<file path="config.mk">
export PLATFORM = sky130hd
export DESIGN_NAME = sc_stream_decoder
export DESIGN_NICKNAME = d
export VERILOG_FILES = /design/src/rtl/sc_pkg.sv /design/src/rtl/sc_window_counter.sv /design/src/rtl/sc_stream_decoder.sv
export SDC_FILE = /design/constraint.sdc
export NUM_CORES = 1
export LEC_CHECK = 0
export ABC_AREA = 1
export BUFFER_PORTS_ARGS = -buffer_cell sky130_fd_sc_hd__buf_4
export CAP_MARGIN = 10
export CORE_MARGIN = 5
export CORE_UTILIZATION = 35
export DETAILED_ROUTE_END_ITERATION = 8
export GPL_TIMING_DRIVEN = 0
export SLEW_MARGIN = 20
export SYNTH_ARGS = -nofsm -noshare
export SYNTH_HDL_FRONTEND = slang
export SYNTH_SLANG_ARGS = --single-unit
</file>
<file path="constraint.sdc">
create_clock -name clk -period 3.7 [get_ports clk]
set_clock_uncertainty 0.2 [all_clocks]
set_input_delay 0.74 -clock clk [delete_from_list [all_inputs] [get_ports clk]]
set_output_delay 0.74 -clock clk [all_outputs]
set_load 0.05 [all_outputs]
</file>
<file path="src/rtl/sc_pkg.sv">
// Shared types and helpers for stochastic bitstream decoders.
// Holds the FSM state enum, default window limit, k clamp and result conversion.
package sc_pkg;

    typedef enum logic {
        IDLE  = 1'b0,
        ACCUM = 1'b1
    } state_t;

    localparam int DEF_MAX_LOG2 = 8;

    // Working width for result conversion; wide enough for any MAX_LOG2 <= 14.
    localparam int FN_W = 16;

    function automatic logic [3:0] clamp_k(
        input logic [3:0] k,
        input logic [3:0] kmax
    );
        return (k > kmax) ? kmax : k;
    endfunction

    // Unipolar: ones as-is. Bipolar: 2*ones - 2^k in two's complement.
    function automatic logic [FN_W-1:0] to_result(
        input logic [FN_W-1:0] ones,
        input logic [3:0]      k,
        input logic            bip
    );
        logic [FN_W-1:0] n;
        n = FN_W'(1) << k;
        return bip ? ((ones << 1) - n) : ones;
    endfunction

endpackage

</file>
<file path="src/rtl/sc_window_counter.sv">
// Window counter: counts qualified bits and ones over a 2^k window.
// Ports: clk, rst_n, clear, vld, sn_bit, k in; last, final_ones out.
module sc_window_counter
    import sc_pkg::*;
#(
    parameter int MAX_LOG2 = DEF_MAX_LOG2
) (
    input  logic                clk,
    input  logic                rst_n,
    input  logic                clear,
    input  logic                vld,
    input  logic                sn_bit,
    input  logic [3:0]          k,
    output logic                last,
    output logic [MAX_LOG2:0]   final_ones
);

    logic [MAX_LOG2-1:0] bit_cnt;
    logic [MAX_LOG2:0]   ones;
    logic [MAX_LOG2:0]   nm1;

    always_comb begin
        nm1        = ((MAX_LOG2+1)'(1) << k) - (MAX_LOG2+1)'(1);
        last       = vld && ({1'b0, bit_cnt} == nm1);
        final_ones = ones + (MAX_LOG2+1)'(sn_bit);
    end

    // A completed window clears the counters so a continuous run has no gap.
    always_ff @(posedge clk or negedge rst_n) begin
        if (!rst_n) begin
            bit_cnt <= '0;
            ones    <= '0;
        end else if (clear || last) begin
            bit_cnt <= '0;
            ones    <= '0;
        end else if (vld) begin
            bit_cnt <= bit_cnt + MAX_LOG2'(1);
            ones    <= final_ones;
        end
    end

endmodule

</file>
<file path="src/rtl/sc_stream_decoder.sv">
// Stochastic-to-binary decoder: counts ones over 2^k valid bits, emits
// unipolar/bipolar result on a valid/ready port with sticky overrun flag.
// Ports: clk, rst_n, sn_bit, sn_valid, win_log2, bipolar, start, continuous,
// abort, result_ready in; busy, result, result_valid, overrun out.
module sc_stream_decoder
    import sc_pkg::*;
#(
    parameter int MAX_LOG2 = DEF_MAX_LOG2,
    parameter int OUT_W    = MAX_LOG2 + 2
) (
    input  logic             clk,
    input  logic             rst_n,
    input  logic             sn_bit,
    input  logic             sn_valid,
    input  logic [3:0]       win_log2,
    input  logic             bipolar,
    input  logic             start,
    input  logic             continuous,
    input  logic             abort,
    output logic             busy,
    output logic [OUT_W-1:0] result,
    output logic             result_valid,
    input  logic             result_ready,
    output logic             overrun
);

    state_t            state;
    state_t            state_n;
    logic              go;
    logic              cnt_vld;
    logic              last;
    logic [MAX_LOG2:0] final_ones;
    logic [3:0]        k_q;
    logic              bip_q;

    sc_window_counter #(
        .MAX_LOG2(MAX_LOG2)
    ) u_cnt (
        .clk       (clk),
        .rst_n     (rst_n),
        .clear     (go),
        .vld       (cnt_vld),
        .sn_bit    (sn_bit),
        .k         (k_q),
        .last      (last),
        .final_ones(final_ones)
    );

    // Abort masks counting, so abort on the last bit yields no result.
    always_comb begin
        state_n = state;
        go      = 1'b0;
        cnt_vld = 1'b0;
        unique case (state)
            IDLE: begin
                if (start && !abort) begin
                    go      = 1'b1;
                    state_n = ACCUM;
                end
            end
            ACCUM: begin
                cnt_vld = sn_valid && !abort;
                if (abort) begin
                    state_n = IDLE;
                end else if (last && !continuous) begin
                    state_n = IDLE;
                end
            end
            default: state_n = IDLE;
        endcase
    end

    always_ff @(posedge clk or negedge rst_n) begin
        if (!rst_n) begin
            state <= IDLE;
            k_q   <= '0;
            bip_q <= 1'b0;
        end else begin
            state <= state_n;
            if (go) begin
                k_q   <= clamp_k(win_log2, 4'(MAX_LOG2));
                bip_q <= bipolar;
            end
        end
    end

    // A new result takes precedence over acceptance on the same edge.
    always_ff @(posedge clk or negedge rst_n) begin
        if (!rst_n) begin
            result       <= '0;
            result_valid <= 1'b0;
            overrun      <= 1'b0;
        end else begin
            if (last) begin
                result       <= OUT_W'(to_result(FN_W'(final_ones), k_q, bip_q));
                result_valid <= 1'b1;
                if (result_valid && !result_ready) begin
                    overrun <= 1'b1;
                end
            end else if (result_ready) begin
                result_valid <= 1'b0;
            end
            if (go) begin
                overrun <= 1'b0;
            end
        end
    end

    assign busy = (state == ACCUM);

endmodule

</file>
==> flow_summary.toml <==
[routing]
first_pass_iters = 4
vias_per_cell = 4.82
wire_per_inst_um = 12.5
drtAntennaViolNets = 0
routed_wl_mm = 6.49
drc_errors = 0
first_iter_violations = 115
via_count = 2512

[cells_and_area]
area_delta_synth_final_pct = 15.5
final_nets = 447
drive_gt1_frac = 0.140
diodes = 0
post-route-cell-area_mm2 = 0.00307
instances_no_fill = 521

[setup_path]
cpPeakStageDelay_ns = 0.22
path_common_cell = "nand2_1"
cp.required_ns = 3.68
path_max_fanout = 5
crit_path_start_kind = "input pin"
crit_type = "in -> reg"
crit_start = "sn_bit"
reg2reg_from = "u_cnt.ones[0]"
crit_chain = "buf_4 -> ha_1 -> ha_1 -> nand2_1 -> nor2_1 -> nand2_1 -> o21ai_0 -> nand2_1 -> inv_1 -> ha_1 -> nand2_1 -> nor2_1 -> nand3_1 -> nand3_1 -> inv_1 -> nand2_1 -> nand2_1 -> nand4_1 -> nand2_1"
critPathSlowestCell = "nor2_1"
crit_arrival_ns = 2.90
cp-end-kind = "flip-flop"
reg2reg_depth = 18

[global_route]
grt_start_max_net_pins = 36
grt_pass1_wl_mm = 11.3
grt-ovfl-total = 0
grt_pass1_vias = 2414
antenna_found_initial = 0
grt_usage = 0.145

[floorplanning]
rows = 31
die_h_um = 97.1
initial_core_util = 0.363
io_pins = 26
dieArea_mm2 = 0.00944
die_w_um = 97.1
core_area_mm2 = 0.00733

[sta]
maxSlewViolCount = 0
worst_slew_pin_slew_ns = 0.474
slew_headroom = 0.684
layout_setup_ws_ns = 0.782
rsz0062_at_grt = "no"
fmax_ghz = 0.343
finalSetupViolations = 0
period_needed_ns = 2.92
hold_viol = 0
setup_tns_ns = 0
min_period_over_period = 0.789

[synth]
ys_ff_latch = 35
ys.flop_type = "dfrtp_1"
synth_cells = 389
syn-num-nets = 415
synth-edff-count = 0
ys_types = 34
synthArstFlopShare = 1.00
yosysWarnings = 0
netlist_area_mm2 = 0.00266
syn_avg_cell_area_um2 = 6.83
synth-seq-area-share = 0.330

[place]
post-place-ws_ns = 0.528
routabilityCongestion = 0.927
dp_hpwl_mm = 5.17
placedCellCount = 513
io_buffers = 25
dpl_cell_area_mm2 = 0.00297

[cts]
cts_resized = 0
root_buffer = "clkbuf_8"
holdBufCountCts = 0
cts_buffers = 5
cts_tree = "built"
post_cts.repair.setup_buffers = 0
worstSkewPairLatency_ns = 0.29
clk_pin_slew_ns = 0.07
cts_max_path_buffers = 2
h-tree-depth = 2
cts_num_sinks = 35

[worst_hold_path]
hp-class = "in -> async"

[job]
cap_viol_max_count = 0

[pwr]
leakage_nw = 1.59
power_density_mw_per_mm2 = 373
ir_worst_vdd_mv = 0.110

[outcome]
status = "finished clean"
[area by class of cell]
class                      instances  area (µm²)
timing repair buffer              25         188
clock buffer                       8         100
fill                             732        4260
inverter                          45         169
buffer                             7        46.3
sequential                        35         876
tap                               99         124
multi-input combinational        302        1570
[worst max-delay path, delay by kind of cell]
| kind | cells | cell delay, ns |
|---|---|---|
| AND/OR/NAND/NOR | 12 | 1.20 |
| adder cells (fa/ha/maj) | 3 | 0.56 |
| buffers and inverters | 3 | 0.24 |
| AO/OA/AOI/OAI | 1 | 0.16 |
[through the flow]
stage / hold WS, ns / power [W] / util
after global placement: 0.265 / 0.000837 / 0.405
final: 0.204 / 0.00114 / 0.419
after floorplan: 0.244 / 0.000741 / -
after detailed placement: 0.272 / 0.000838 / 0.405
after global routing: 0.240 / 0.00124 / 0.419
after CTS: 0.213 / 0.00116 / 0.419
[cells in the final DEF (no fill, tap or decap), types with 10 or more instances in the layout]
| cell type | count |
|---|---|
| nand4_1 | 12 |
| nand3_1 | 32 |
| a21oi_1 | 14 |
| o21ai_0 | 11 |
| ha_1 | 12 |
| buf_4 | 27 |
| dfrtp_1 | 35 |
| nor2_1 | 34 |
| inv_1 | 44 |
| nand2_1 | 141 |
| xor2_1 | 10 |
[routing by layer]
| layer | GRT usage | part of all wire | up-vias |
|---|---|---|---|
| li1 | - | - | 1309 |
| met1 | 0.192 | 0.50 | 1149 |
| met2 | 0.238 | 0.45 | 45 |
| met3 | 0.0273 | 0.035 | 9 |
| met4 | 0.0497 | 0.020 | 0 |
| met5 | 0 | 0 | - |
[kinds of logic after synthesis]
group | Yosys count | synth area share
simple gates | 239 | 0.398
buf+inv | 52 | 0.0810
compound gates | 36 | 0.0805
flops | 35 | 0.330
fa+ha+maj | 13 | 0.0640
xor+xnor | 12 | 0.0395
mux | 2 | 0.00753
[flip-flops by register name, indices dropped and copies added, names as in the netlist]
| name | count |
|---|---|
| u_cnt.bit_cnt | 8 |
| result | 10 |
| overrun | 1 |
| bip_q | 1 |
| k_q | 4 |
| result_valid | 1 |
| u_cnt.ones | 9 |
| busy | 1 |
[cells in the mapped netlist, drive strengths merged, types with 4 or more instances]
cell type	instances	area share
dfrtp	35	0.33
a21oi	18	0.040
nand3	33	0.064
ha	12	0.056
inv	45	0.064
nor2	41	0.075
buf	4	0.013
o21ai	15	0.032
nand4	12	0.028
xor2	10	0.033
nand2	146	0.21
nor3	4	0.0094
[where the power goes]
group | total [W] | switching [W] | internal (W)
Sequential | 0.000419 | 0.0000189 | 0.000400
Clock | 0.000310 | 0.000140 | 0.000170
Combinational | 0.000416 | 0.000271 | 0.000144
Total | 0.00114 | 0.000430 | 0.000714
[path summary, 6_finish.rpt]
kind | end | slack [ns]
max | result[9] | 0.78
min | u_cnt.bit_cnt[7] | 0.20
max reg2reg | result[9] | 0.97
min reg2reg | result[5] | 0.29
max in group asynchronous | result[4] | 2.76
min in group clk | result[5] | 0.29
No activity file was read; power rests on OpenSTA's default activity.
